===== src/rtl/apb_ctrl_regs.sv =====
// apb_ctrl_regs
//   APB3 control/status register block for the BNN accelerator. It sits
//   between the processor APB bus and the systolic array controller.
//
//   Register map (byte offsets, paddr[4:0] decoded):
//     0x00 CTRL     W   bit0 -> weight_transfer pulse, bit1 -> start pulse
//     0x04 LAST_ROW RW  [DIM_W-1:0]
//     0x08 LAST_COL RW  [DIM_W-1:0]
//     0x0C STATUS       bit0 array_busy (RO), bit1 done (sticky, W1C)
//     0x10 IRQ_EN   RW  bit0
//     0x14 VERSION  RO
//
//   Ports:
//     clk, resetn                 clock, asynchronous active-low reset
//     s_apb_*                     APB3 slave (paddr, psel, penable, pwrite,
//                                 pwdata in; pready, prdata, pslverr out)
//     array_busy, array_done      status from the array controller
//     weight_transfer, start      one-cycle command pulses
//     last_row, last_col          active-array bounds
//     irq                         level interrupt (irq_en & done, registered)
module apb_ctrl_regs #(
  parameter int unsigned DIM_W       = 5,
  parameter int unsigned WAIT_STATES = 0,
  parameter logic [31:0] VERSION     = 32'h0001_0000
) (
  input  logic             clk,
  input  logic             resetn,
  input  logic [31:0]      s_apb_paddr,
  input  logic             s_apb_psel,
  input  logic             s_apb_penable,
  input  logic             s_apb_pwrite,
  input  logic [31:0]      s_apb_pwdata,
  output logic             s_apb_pready,
  output logic [31:0]      s_apb_prdata,
  output logic             s_apb_pslverr,
  input  logic             array_busy,
  input  logic             array_done,
  output logic             weight_transfer,
  output logic             start,
  output logic [DIM_W-1:0] last_row,
  output logic [DIM_W-1:0] last_col,
  output logic             irq
);

  localparam logic [4:0] OFF_CTRL    = 5'h00;
  localparam logic [4:0] OFF_ROW     = 5'h04;
  localparam logic [4:0] OFF_COL     = 5'h08;
  localparam logic [4:0] OFF_STATUS  = 5'h0C;
  localparam logic [4:0] OFF_IRQ_EN  = 5'h10;
  localparam logic [4:0] OFF_VERSION = 5'h14;
  localparam logic [3:0] WS          = 4'(WAIT_STATES);

  typedef enum logic {IDLE, ACCESS} state_t;

  state_t      state;
  logic [3:0]  wcnt;
  logic        done;
  logic        irq_en;

  logic [4:0]  off;
  logic        complete;
  logic        addr_err;
  logic        wr_ok;
  logic        done_clr;
  logic [31:0] rdata;
  logic        unused_bits;

  assign off         = s_apb_paddr[4:0];
  assign unused_bits = ^{s_apb_paddr[31:5], s_apb_pwdata[31:DIM_W]};

  // Only an ACCESS phase can complete; this keeps a bus left in the
  // enable phase across reset from completing a stale transfer.
  assign s_apb_pready = (state == ACCESS) & s_apb_psel & s_apb_penable & (wcnt == WS);
  assign complete     = s_apb_pready;

  assign addr_err = (off[1:0] != 2'b00) | (off > OFF_VERSION) |
                    (s_apb_pwrite & (off == OFF_VERSION));
  assign wr_ok    = complete & s_apb_pwrite & ~addr_err;
  assign done_clr = wr_ok & (off == OFF_STATUS) & s_apb_pwdata[1];

  always_comb begin
    rdata = '0;
    case (off)
      OFF_ROW:     rdata[DIM_W-1:0] = last_row;
      OFF_COL:     rdata[DIM_W-1:0] = last_col;
      OFF_STATUS:  rdata[1:0]       = {done, array_busy};
      OFF_IRQ_EN:  rdata[0]         = irq_en;
      OFF_VERSION: rdata            = VERSION;
      default:     rdata            = '0;
    endcase
  end

  // Read data and error are only driven during the completing cycle.
  assign s_apb_prdata  = (complete & ~s_apb_pwrite & ~addr_err) ? rdata : '0;
  assign s_apb_pslverr = complete & addr_err;

  // Wait-state FSM: setup moves to ACCESS, completion or a dropped psel
  // returns to IDLE so a back-to-back setup is seen the very next cycle.
  always_ff @(posedge clk or negedge resetn) begin
    if (!resetn) begin
      state <= IDLE;
      wcnt  <= '0;
    end else begin
      case (state)
        IDLE: begin
          if (s_apb_psel & ~s_apb_penable) begin
            state <= ACCESS;
            wcnt  <= '0;
          end
        end
        ACCESS: begin
          if (~s_apb_psel | complete) begin
            state <= IDLE;
            wcnt  <= '0;
          end else if (s_apb_penable & (wcnt != WS)) begin
            wcnt <= wcnt + 4'd1;
          end
        end
        default: begin
          state <= IDLE;
          wcnt  <= '0;
        end
      endcase
    end
  end

  // Register file, command pulses and interrupt.
  always_ff @(posedge clk or negedge resetn) begin
    if (!resetn) begin
      last_row        <= '0;
      last_col        <= '0;
      irq_en          <= 1'b0;
      done            <= 1'b0;
      irq             <= 1'b0;
      weight_transfer <= 1'b0;
      start           <= 1'b0;
    end else begin
      weight_transfer <= wr_ok & (off == OFF_CTRL) & s_apb_pwdata[0];
      start           <= wr_ok & (off == OFF_CTRL) & s_apb_pwdata[1];
      if (wr_ok & (off == OFF_ROW))    last_row <= s_apb_pwdata[DIM_W-1:0];
      if (wr_ok & (off == OFF_COL))    last_col <= s_apb_pwdata[DIM_W-1:0];
      if (wr_ok & (off == OFF_IRQ_EN)) irq_en   <= s_apb_pwdata[0];
      // A new done event beats a simultaneous W1C.
      if (array_done)    done <= 1'b1;
      else if (done_clr) done <= 1'b0;
      irq <= irq_en & done;
    end
  end

endmodule


===== config.mk =====
export PLATFORM = sky130hd
export DESIGN_NAME = apb_ctrl_regs
export DESIGN_NICKNAME = d
export VERILOG_FILES = /design/src/rtl/apb_ctrl_regs.sv
export SDC_FILE = /design/constraint.sdc
export NUM_CORES = 1
export LEC_CHECK = 0
export CAP_MARGIN = 20
export CORE_ASPECT_RATIO = 0.9
export CORE_MARGIN = 4
export CORE_UTILIZATION = 31
export CTS_BUF_LIST = sky130_fd_sc_hd__clkbuf_16
export CTS_CLUSTER_DIAMETER = 50
export DETAILED_ROUTE_END_ITERATION = 8
export PLACE_DENSITY = 0.82
export SETUP_SLACK_MARGIN = 0.4
export SLEW_MARGIN = 30
export SYNTH_ARGS = -nofsm -noshare
export SYNTH_HDL_FRONTEND = slang
export SYNTH_SLANG_ARGS = --single-unit

===== constraint.sdc =====
create_clock -name clk -period 2.6 [get_ports clk]
set_input_delay 0.52 -clock clk [delete_from_list [all_inputs] [get_ports clk]]
set_output_delay 0.52 -clock clk [all_outputs]
set_load 0.005 [all_outputs]

-- Word-level counts from Yosys, hierarchy flattened
Index checks and enable logic that the tools add are counted.
- flip-flop bits (word level): 20
- latch bits: 0
- RAM bits: 0
- memory bits (read-only): 0
- bits of input ports: 71
- output and inout bits: 47
- logic and storage cells: 66
- memories: 0
- add/subtract/negate cells: 1
- multipliers: 0
- div/mod/pow operators: 0
- $lt $le $gt $ge: 1
- equality and inequality tests: 7
- shift operators: 0
- multiplexer cells: 14
- bitwise operators: 28
- reduce and logical (&&, ||, !) cells: 6
- operators with widths (operator ; count):
    2-to-1 mux 32 bit ; 1
    AND 1 bit ; 20
    2-to-1 mux 12 bit ; 1
    2-to-1 mux 4 bit ; 3
    == test 5 x 4 -> 1 bit, second input constant ; 2
    == test 5 bit, second input constant ; 2
    case mux 4 bit (2 select lines) ; 1
    case mux 3 bit (2 select lines) ; 1
    == test 5 x 3 -> 1 bit, second input constant ; 1
    > comparator 5 bit, second input constant ; 1
    zero test 5 bit ; 1
    NOT 1 bit ; 5
    adder 4 x 1 -> 4 bit, second input constant ; 1
    zero test 4 bit ; 1
    2-to-1 mux 1 bit ; 4
    case mux 1 bit (4 select lines) ; 1
    nonzero test 2 bit ; 2
    nonzero test 4 bit ; 1
    inequality test 3 x 1 -> 1 bit, second input constant ; 1
    bitwise OR 1 bit ; 3
    case mux 1 bit (3 select lines) ; 1
    inequality test 2 bit, second input constant ; 1
    case mux 1 bit (2 select lines) ; 1
    AND reduction 2 bit ; 1

-- Longest topological paths before layout
Gate-level depths: netlist (run 1).
- depth in word-level cells: 9
- gate-level depth with buffers: 8

-- Least setup slack after synthesis (run 1)
OpenSTA, ideal clock, no wires.
- kind: input to output
- start point: in s_apb_penable
- end point: out s_apb_prdata[1]
- arrival: 1.855 ns
- data required time: 2.080 ns
- path slack: 0.225 ns
- cell stages on the path: 6
- buffers on the path: 2
- cells stage by stage: buf_6 -> nand4b_2 -> or3b_1 -> buf_6 -> or4_4 -> nor2_1
- longest elaborated chain between the ends: 5
- ends and longest elaborated chain (item ; line ; text):
    start: declaration ; 30 ; input logic s_apb_penable,
    AND 1 bit (2 in a row) ; 73 ; assign s_apb_pready = (state == ACCESS) & s_apb_psel & s_apb_penable & (wcnt == WS);
    AND 1 bit (2 in a row) ; 94 ; assign s_apb_prdata = (complete & ~s_apb_pwrite & ~addr_err) ? rdata : '0;
    2-to-1 mux 32 bit ; 94 ;
    end: declaration ; 34 ; output logic [31:0] s_apb_prdata,
Every way passes these cells.

-- Final worst setup path (run 1)
- start point: reg wcnt[0]
- end point: out s_apb_prdata[1]
- longest elaborated chain between the ends: 5
- ends and longest elaborated chain (item ; line ; text):
    start: declaration ; 56 ; logic [3:0] wcnt;
    start signal: assignment ; 116 ; wcnt <= wcnt + 4'd1;
    zero test 4 bit ; 73 ;
    AND 1 bit ; 73 ;
    AND 1 bit (2 in a row) ; 94 ;
    2-to-1 mux 32 bit ; 94 ;
Every way passes these cells.

==> impl_metrics.env, run 1 <==
export IMPL_tritoncts="yes"
export IMPL_die_height_um=68.81
export IMPL_wire_length_of_the_first_global_routing_pass_um=5106
export IMPL_area_growth_syn_to_layout_pct=45.09
export IMPL_synth_ff_type="sky130_fd_sc_hd__dfrtp_1"
export IMPL_worstSetupEndpointType="primary output"
export IMPL_drt_pass1_iterations=4
export IMPL_cts_root_buffer="sky130_fd_sc_hd__clkbuf_16"
export IMPL_syn_area_per_cell_sq_um=9.874
export IMPL_post_synth_top_area_cell="sky130_fd_sc_hd__dfrtp_1"
export IMPL_post_route_period_util=0.9860
export IMPL_route_final_wire_length_um=3428
export IMPL_synth_seq_area_share=0.3929
export IMPL_fin_crit_ns=2.564
export IMPL_proportion_of_synthesized_flip_flops_having_asynchronous_set_or_reset=1.000
export IMPL_route_detailed_drc=0
export IMPL_synthTopCellsByArea="sky130_fd_sc_hd__dfrtp_1, sky130_fd_sc_hd__buf_4, sky130_fd_sc_hd__mux2_2"
export IMPL_die_width_um=75.57
export IMPL_yosys_register_bits=20
export IMPL_std_cell_rows=21
export IMPL_final_setup_worst_slack_ns=0.03629
export IMPL_adder_cell_fraction_of_synth_area=0.01965
export IMPL_cellLeakagePower_nw=0.8900
export IMPL_status="completed"
export IMPL_yosysWarnings=0
export IMPL_power_density_of_the_placed_cells_mw_per_mm2=425.9
export IMPL_pre_cts_slack_ns=-0.6505
export IMPL_avgRoutedWirePerCell_um=14.90
export IMPL_layout_drive_gt1_share=0.2989
export IMPL_floorplan_initialDensity=0.3320
export IMPL_post_cts_hold_buffer_count=0
export IMPL_r2r_start="wcnt[0]"
export IMPL_required_ns=2.08
export IMPL_finalSetupViolCount=0
export IMPL_design_area_sq_mm=0.001848
export IMPL_place_detailed_hpwl_um=2480
export IMPL_antenna_violating_nets_post_route=0
export IMPL_synth_compound_area_frac=0.1071
export IMPL_post_synth_xor_area_fraction=0
export IMPL_first_global_vias=1046
export IMPL_synth_top_cells_by_count="sky130_fd_sc_hd__buf_4, sky130_fd_sc_hd__dfrtp_1, sky130_fd_sc_hd__nor2_1"
export IMPL_cp_max_fo=2
export IMPL_maxClockFrequency_ghz=0.3901
export IMPL_num_vias=1083
export IMPL_fillerInstances=362
export IMPL_grt_ovfl_total=0
export IMPL_rsz_0062_raised_after_global_routing="true"
export IMPL_finalHoldViolCount=0
export IMPL_pin_count_of_the_biggest_net_entering_global_routing=21
export IMPL_path_class="reg -> out"
export IMPL_grt_usage=0.1297
export IMPL_cap_violations=0
export IMPL_tritoncts_num_buffers=3
export IMPL_synth_top_family_by_area="buffers and inverters"
export IMPL_vias_per_cell=4.709
export IMPL_dpl_instance_area_sq_mm=0.001717
export IMPL_hold_class="reg -> reg"
export IMPL_clk_path_buf_depth=2
export IMPL_htree_levels=1
export IMPL_synth_cell_area_sq_mm=0.001274
export IMPL_finalNonFillerCells=230
export IMPL_clock_insertion_delay_worst_skew_ns=0.25
export IMPL_drt_first_iter_violations=68
export IMPL_clock_skew_ns=0.004565
export IMPL_peakVddDrop_mv=0.3464
export IMPL_ys_types=36
export IMPL_critPathArrivalTime_ns=2.04
export IMPL_initial_antenna_violation_count=0
export IMPL_synthDominantCellAreaShare=0.3929
export IMPL_holdCritStartpoint="done"
export IMPL_place_gp_congestion=0.8209
export IMPL_synth_mux_area_fraction=0.1139
export IMPL_setup_worst_path_start="wcnt[0]"
export IMPL_die_ar_sq_mm=0.005200
export IMPL_start_kind="register"
export IMPL_synthesis_instances=129
export IMPL_yosys_cell_count_top_type="sky130_fd_sc_hd__buf_4"
export IMPL_diodes=0
export IMPL_final_net_count=258
export IMPL_clkSinkCount=20
export IMPL_synth_simple_gate_area_share=0.1690
export IMPL_dpl_cell_count=224
export IMPL_ioPinCount=118
export IMPL_cts_clk_pin_slew_worst_paths_ns=0.06
export IMPL_final_max_slew_viol_count=0
export IMPL_core_area_sq_mm=0.003836
export IMPL_post_synth_edffs=0
export IMPL_port_buffer_count=37
==> path summary, 6_finish.rpt <==
kind / slack (ns) / depth (start not counted) / endpoint
max: 0.04 / 7 / s_apb_prdata[1]
min: 0.52 / 1 / irq
max reg2reg: 0.51 / 8 / last_row[0]
min reg2reg: 0.52 / 1 / irq
max in group asynchronous: 1.77 / 2 / last_row[2]
min in group asynchronous: 0.60 / 2 / wcnt[2]
==> cells in the final DEF, fill, tap and decap left out, types with 3 or more instances in the layout <==
| cell | n |
|---|---|
| sky130_fd_sc_hd__buf_2 | 5 |
| sky130_fd_sc_hd__and2_1 | 3 |
| sky130_fd_sc_hd__nor2_1 | 5 |
| sky130_fd_sc_hd__clkbuf_16 | 3 |
| sky130_fd_sc_hd__dlygate4sd2_1 | 5 |
| sky130_fd_sc_hd__nor2_2 | 3 |
| sky130_fd_sc_hd__dfrtp_1 | 20 |
| sky130_fd_sc_hd__o21ai_0 | 6 |
| sky130_fd_sc_hd__mux2_2 | 7 |
| sky130_fd_sc_hd__inv_2 | 3 |
| sky130_fd_sc_hd__buf_6 | 3 |
| sky130_fd_sc_hd__conb_1 | 26 |
| sky130_fd_sc_hd__nand2_1 | 8 |
| sky130_fd_sc_hd__mux2_1 | 5 |
| sky130_fd_sc_hd__clkdlybuf4s50_1 | 24 |
| sky130_fd_sc_hd__buf_4 | 18 |
| sky130_fd_sc_hd__a22oi_1 | 4 |
==> state kept, by name, indices dropped and copies added (netlist names) <==
register	flops
start	1
wcnt	4
last_col	5
done	1
last_row	5
weight_transfer	1
irq_en	1
irq	1
state	1
==> timing repair <==
| action | in CTS | in global routing |
|---|---|---|
| pin swaps | 3 | 1 |
| cloned | 0 | 0 |
| setup endpoints to repair | 18 | 13 |
| setup buffers | 2 | 0 |
| gates resized for setup | 41 | 11 |
==> layout make-up <==
cell class                      instances  area [sq um]  area share
Sequential cell                        20         500.5      0.2708
Timing Repair Buffer                   57         500.5      0.2708
Tap cell                               46         57.56     0.03114
Clock inverter                          1         3.754    0.002031
Clock buffer                            3         75.07     0.04062
Inverter                                4         15.01    0.008125
Multi-Input combinational cell         99         695.7      0.3764
==> report_power, final <==
part / internal [mW] / switching, mW / total (mW)
Sequential: 0.321 / 0.00775 / 0.329
Combinational: 0.0694 / 0.0705 / 0.140
Clock: 0.205 / 0.114 / 0.318
==> per-layer routing <==
layer,GRT usage,wire length (um)
met1,0.1624,1380
met4,0.02838,44
met2,0.2263,1757
met5,0,0
met3,0.03043,245
==> stage by stage <==
stage | power, mW | util | TNS (ns) | hold slack [ns]
finish | 0.7871 | 0.4817 | 0 | 0.5157
global route | 0.8220 | 0.4817 | -0.01604 | 0.5349
CTS | 0.7777 | 0.4700 | 0 | 0.5149
detailed placement | 0.4632 | 0.4475 | -4.665 | 0.5021
global placement | 0.4595 | 0.4475 | -4.510 | 0.4959
floorplan | 0.4114 | - | 0 | 0.2244
==> cells by family after synthesis <==
group	Yosys count
AO/OA/AOI/OAI	21
adder cells (fa/ha/maj)	2
buffers and inverters	35
flip-flops	20
multiplexers	13
other	1
AND/OR/NAND/NOR	37
==> worst max-delay path: stages (launching register included) <==
cell,delay [ns]
sky130_fd_sc_hd__dfrtp_1,0.40
sky130_fd_sc_hd__inv_2,0.09
sky130_fd_sc_hd__ha_4,0.13
sky130_fd_sc_hd__or3b_4,0.37
sky130_fd_sc_hd__or4_4,0.46
sky130_fd_sc_hd__buf_6,0.15
sky130_fd_sc_hd__nor2_4,0.10
sky130_fd_sc_hd__buf_6,0.10
(Power assumes the default switching activity.)
==> inputs of run 2 (changes only) <==
--- a/config.mk
+++ b/config.mk
@@ -10,9 +10,9 @@
 export CORE_MARGIN = 4
 export CORE_UTILIZATION = 31
 export CTS_BUF_LIST = sky130_fd_sc_hd__clkbuf_16
-export CTS_CLUSTER_DIAMETER = 50
 export DETAILED_ROUTE_END_ITERATION = 8
 export PLACE_DENSITY = 0.82
+export REMOVE_ABC_BUFFERS = 1
 export SETUP_SLACK_MARGIN = 0.4
 export SLEW_MARGIN = 30
 export SYNTH_ARGS = -nofsm -noshare
==> impl_metrics.env, run 2 (synthesis results as in run 1) <==
export IMPL_num_vias=1070
export IMPL_worstSetupEndpointType="primary output"
export IMPL_fin_worst_hold_slack_ns=0.5096
export IMPL_clock_insertion_delay_worst_skew_ns=0.25
export IMPL_path_class="in -> out"
export IMPL_first_global_vias=1094
export IMPL_fin_tns_setup_ns=0
export IMPL_layout_cells_most_common_list="sky130_fd_sc_hd__conb_1, sky130_fd_sc_hd__clkdlybuf4s50_1, sky130_fd_sc_hd__buf_4, sky130_fd_sc_hd__dfrtp_1, sky130_fd_sc_hd__nand2_1"
export IMPL_cap_violations=0
export IMPL_start_kind="input pin"
export IMPL_holdCritStartpoint="irq_en"
export IMPL_peakVddDrop_mv=0.2579
export IMPL_cts_clk_pin_slew_worst_paths_ns=0.06
export IMPL_vias_per_cell=4.553
export IMPL_route_final_wire_length_um=3142
export IMPL_clkSinkCount=20
export IMPL_floorplan_initialDensity=0.3320
export IMPL_area_growth_syn_to_layout_pct=47.84
export IMPL_final_setup_worst_slack_ns=0.06735
export IMPL_antenna_violating_nets_post_route=0
export IMPL_tritoncts_num_buffers=3
export IMPL_htree_levels=1
export IMPL_route_detailed_drc=0
export IMPL_rsz_0062_raised_after_global_routing="true"
export IMPL_post_route_period_util=0.9741
export IMPL_power_density_of_the_placed_cells_mw_per_mm2=417.7
export IMPL_die_height_um=68.81
export IMPL_initial_antenna_violation_count=0
export IMPL_avgRoutedWirePerCell_um=13.37
export IMPL_die_width_um=75.57
export IMPL_setup_worst_path_start="s_apb_paddr[1]"
export IMPL_grt_ovfl_total=0
export IMPL_post_cts_hold_buffer_count=0
export IMPL_cts_root_buffer="sky130_fd_sc_hd__clkbuf_16"
export IMPL_pin_count_of_the_biggest_net_entering_global_routing=21
export IMPL_ioPinCount=118
export IMPL_drt_pass1_iterations=4
export IMPL_cellLeakagePower_nw=0.9056
export IMPL_maxClockFrequency_ghz=0.3948
export IMPL_port_buffer_count=37
export IMPL_wire_length_of_the_first_global_routing_pass_um=5078
export IMPL_clk_path_buf_depth=2
export IMPL_layout_drive_gt1_share=0.3228
export IMPL_core_area_sq_mm=0.003836
export IMPL_design_area_sq_mm=0.001883
export IMPL_final_net_count=263
export IMPL_diodes=0
export IMPL_std_cell_rows=21
export IMPL_place_gp_congestion=0.7739
export IMPL_required_ns=2.08
export IMPL_r2r_start="wcnt[1]"
export IMPL_clock_skew_ns=0.003368
export IMPL_hold_class="reg -> reg"
export IMPL_layout_cells_most_common="sky130_fd_sc_hd__conb_1"
export IMPL_layout_top_registers="last_col x5, last_row x5, wcnt x4"
export IMPL_place_detailed_hpwl_um=2389
export IMPL_pre_cts_slack_ns=-0.6703
export IMPL_dpl_instance_area_sq_mm=0.001713
export IMPL_grt_usage=0.1326
export IMPL_cp_max_fo=3
export IMPL_final_max_slew_viol_count=0
export IMPL_final_util=0.4909
export IMPL_critPathArrivalTime_ns=2.01
export IMPL_fin_crit_ns=2.533
export IMPL_tritoncts="yes"
export IMPL_finalSetupViolCount=0
export IMPL_die_ar_sq_mm=0.005200
export IMPL_finalHoldViolCount=0
export IMPL_status="completed"
export IMPL_drt_first_iter_violations=37
[run 2: metrics by stage]
stage	cells	power [mW]
floorplan	123	0.3746
global placement	226	0.4579
CTS	235	0.7952
finish	235	0.7865
detailed placement	226	0.4609
global route	235	0.8284
[run 2: final cells by class]
type	instances	area, sq um
inverters	4	15.01
flip-flops and latches	20	500.5
clock inverters	1	3.754
clock buffers	3	75.07
repair buffers	62	531.8
fillers	363	1953
well taps	46	57.56
multi-input cells	99	699.4
[run 2: report_power, final]
part	switching [mW]	total (mW)	internal, mW
Clock	0.114	0.319	0.205
Sequential	0.00709	0.328	0.321
Combinational	0.0667	0.140	0.0729
[run 2: worst paths after layout]
| check | to | slack [ns] | cells past startpoint |
|---|---|---|---|
| min in group asynchronous | wcnt[2] | 0.62 | 2 |
| max reg2reg | last_row[4] | 0.56 | 8 |
| min reg2reg | irq | 0.51 | 1 |
| max | s_apb_prdata[3] | 0.07 | 6 |
| min | irq | 0.51 | 1 |
| max in group asynchronous | last_row[3] | 1.77 | 2 |
[run 2: critical path: stages]
cell,delay [ns]
sky130_fd_sc_hd__clkdlybuf4s50_1,0.40
sky130_fd_sc_hd__or2_4,0.23
sky130_fd_sc_hd__or4_4,0.53
sky130_fd_sc_hd__buf_6,0.15
sky130_fd_sc_hd__nor2_2,0.07
sky130_fd_sc_hd__buf_2,0.12
[run 2: timing repair]
action | in CTS | in global routing
setup buffers | 5 | 0
gates resized for setup | 57 | 3
pin swaps | 8 | 0
endpoints found under the setup margin | 18 | 13
[run 2: metal layers]
metal	vias up	track usage	wire length, um
li1	523	-	-
met5	-	0	0
met2	36	0.2220	1582
met1	506	0.1586	1278
met4	0	0.04585	42
met3	5	0.04493	239
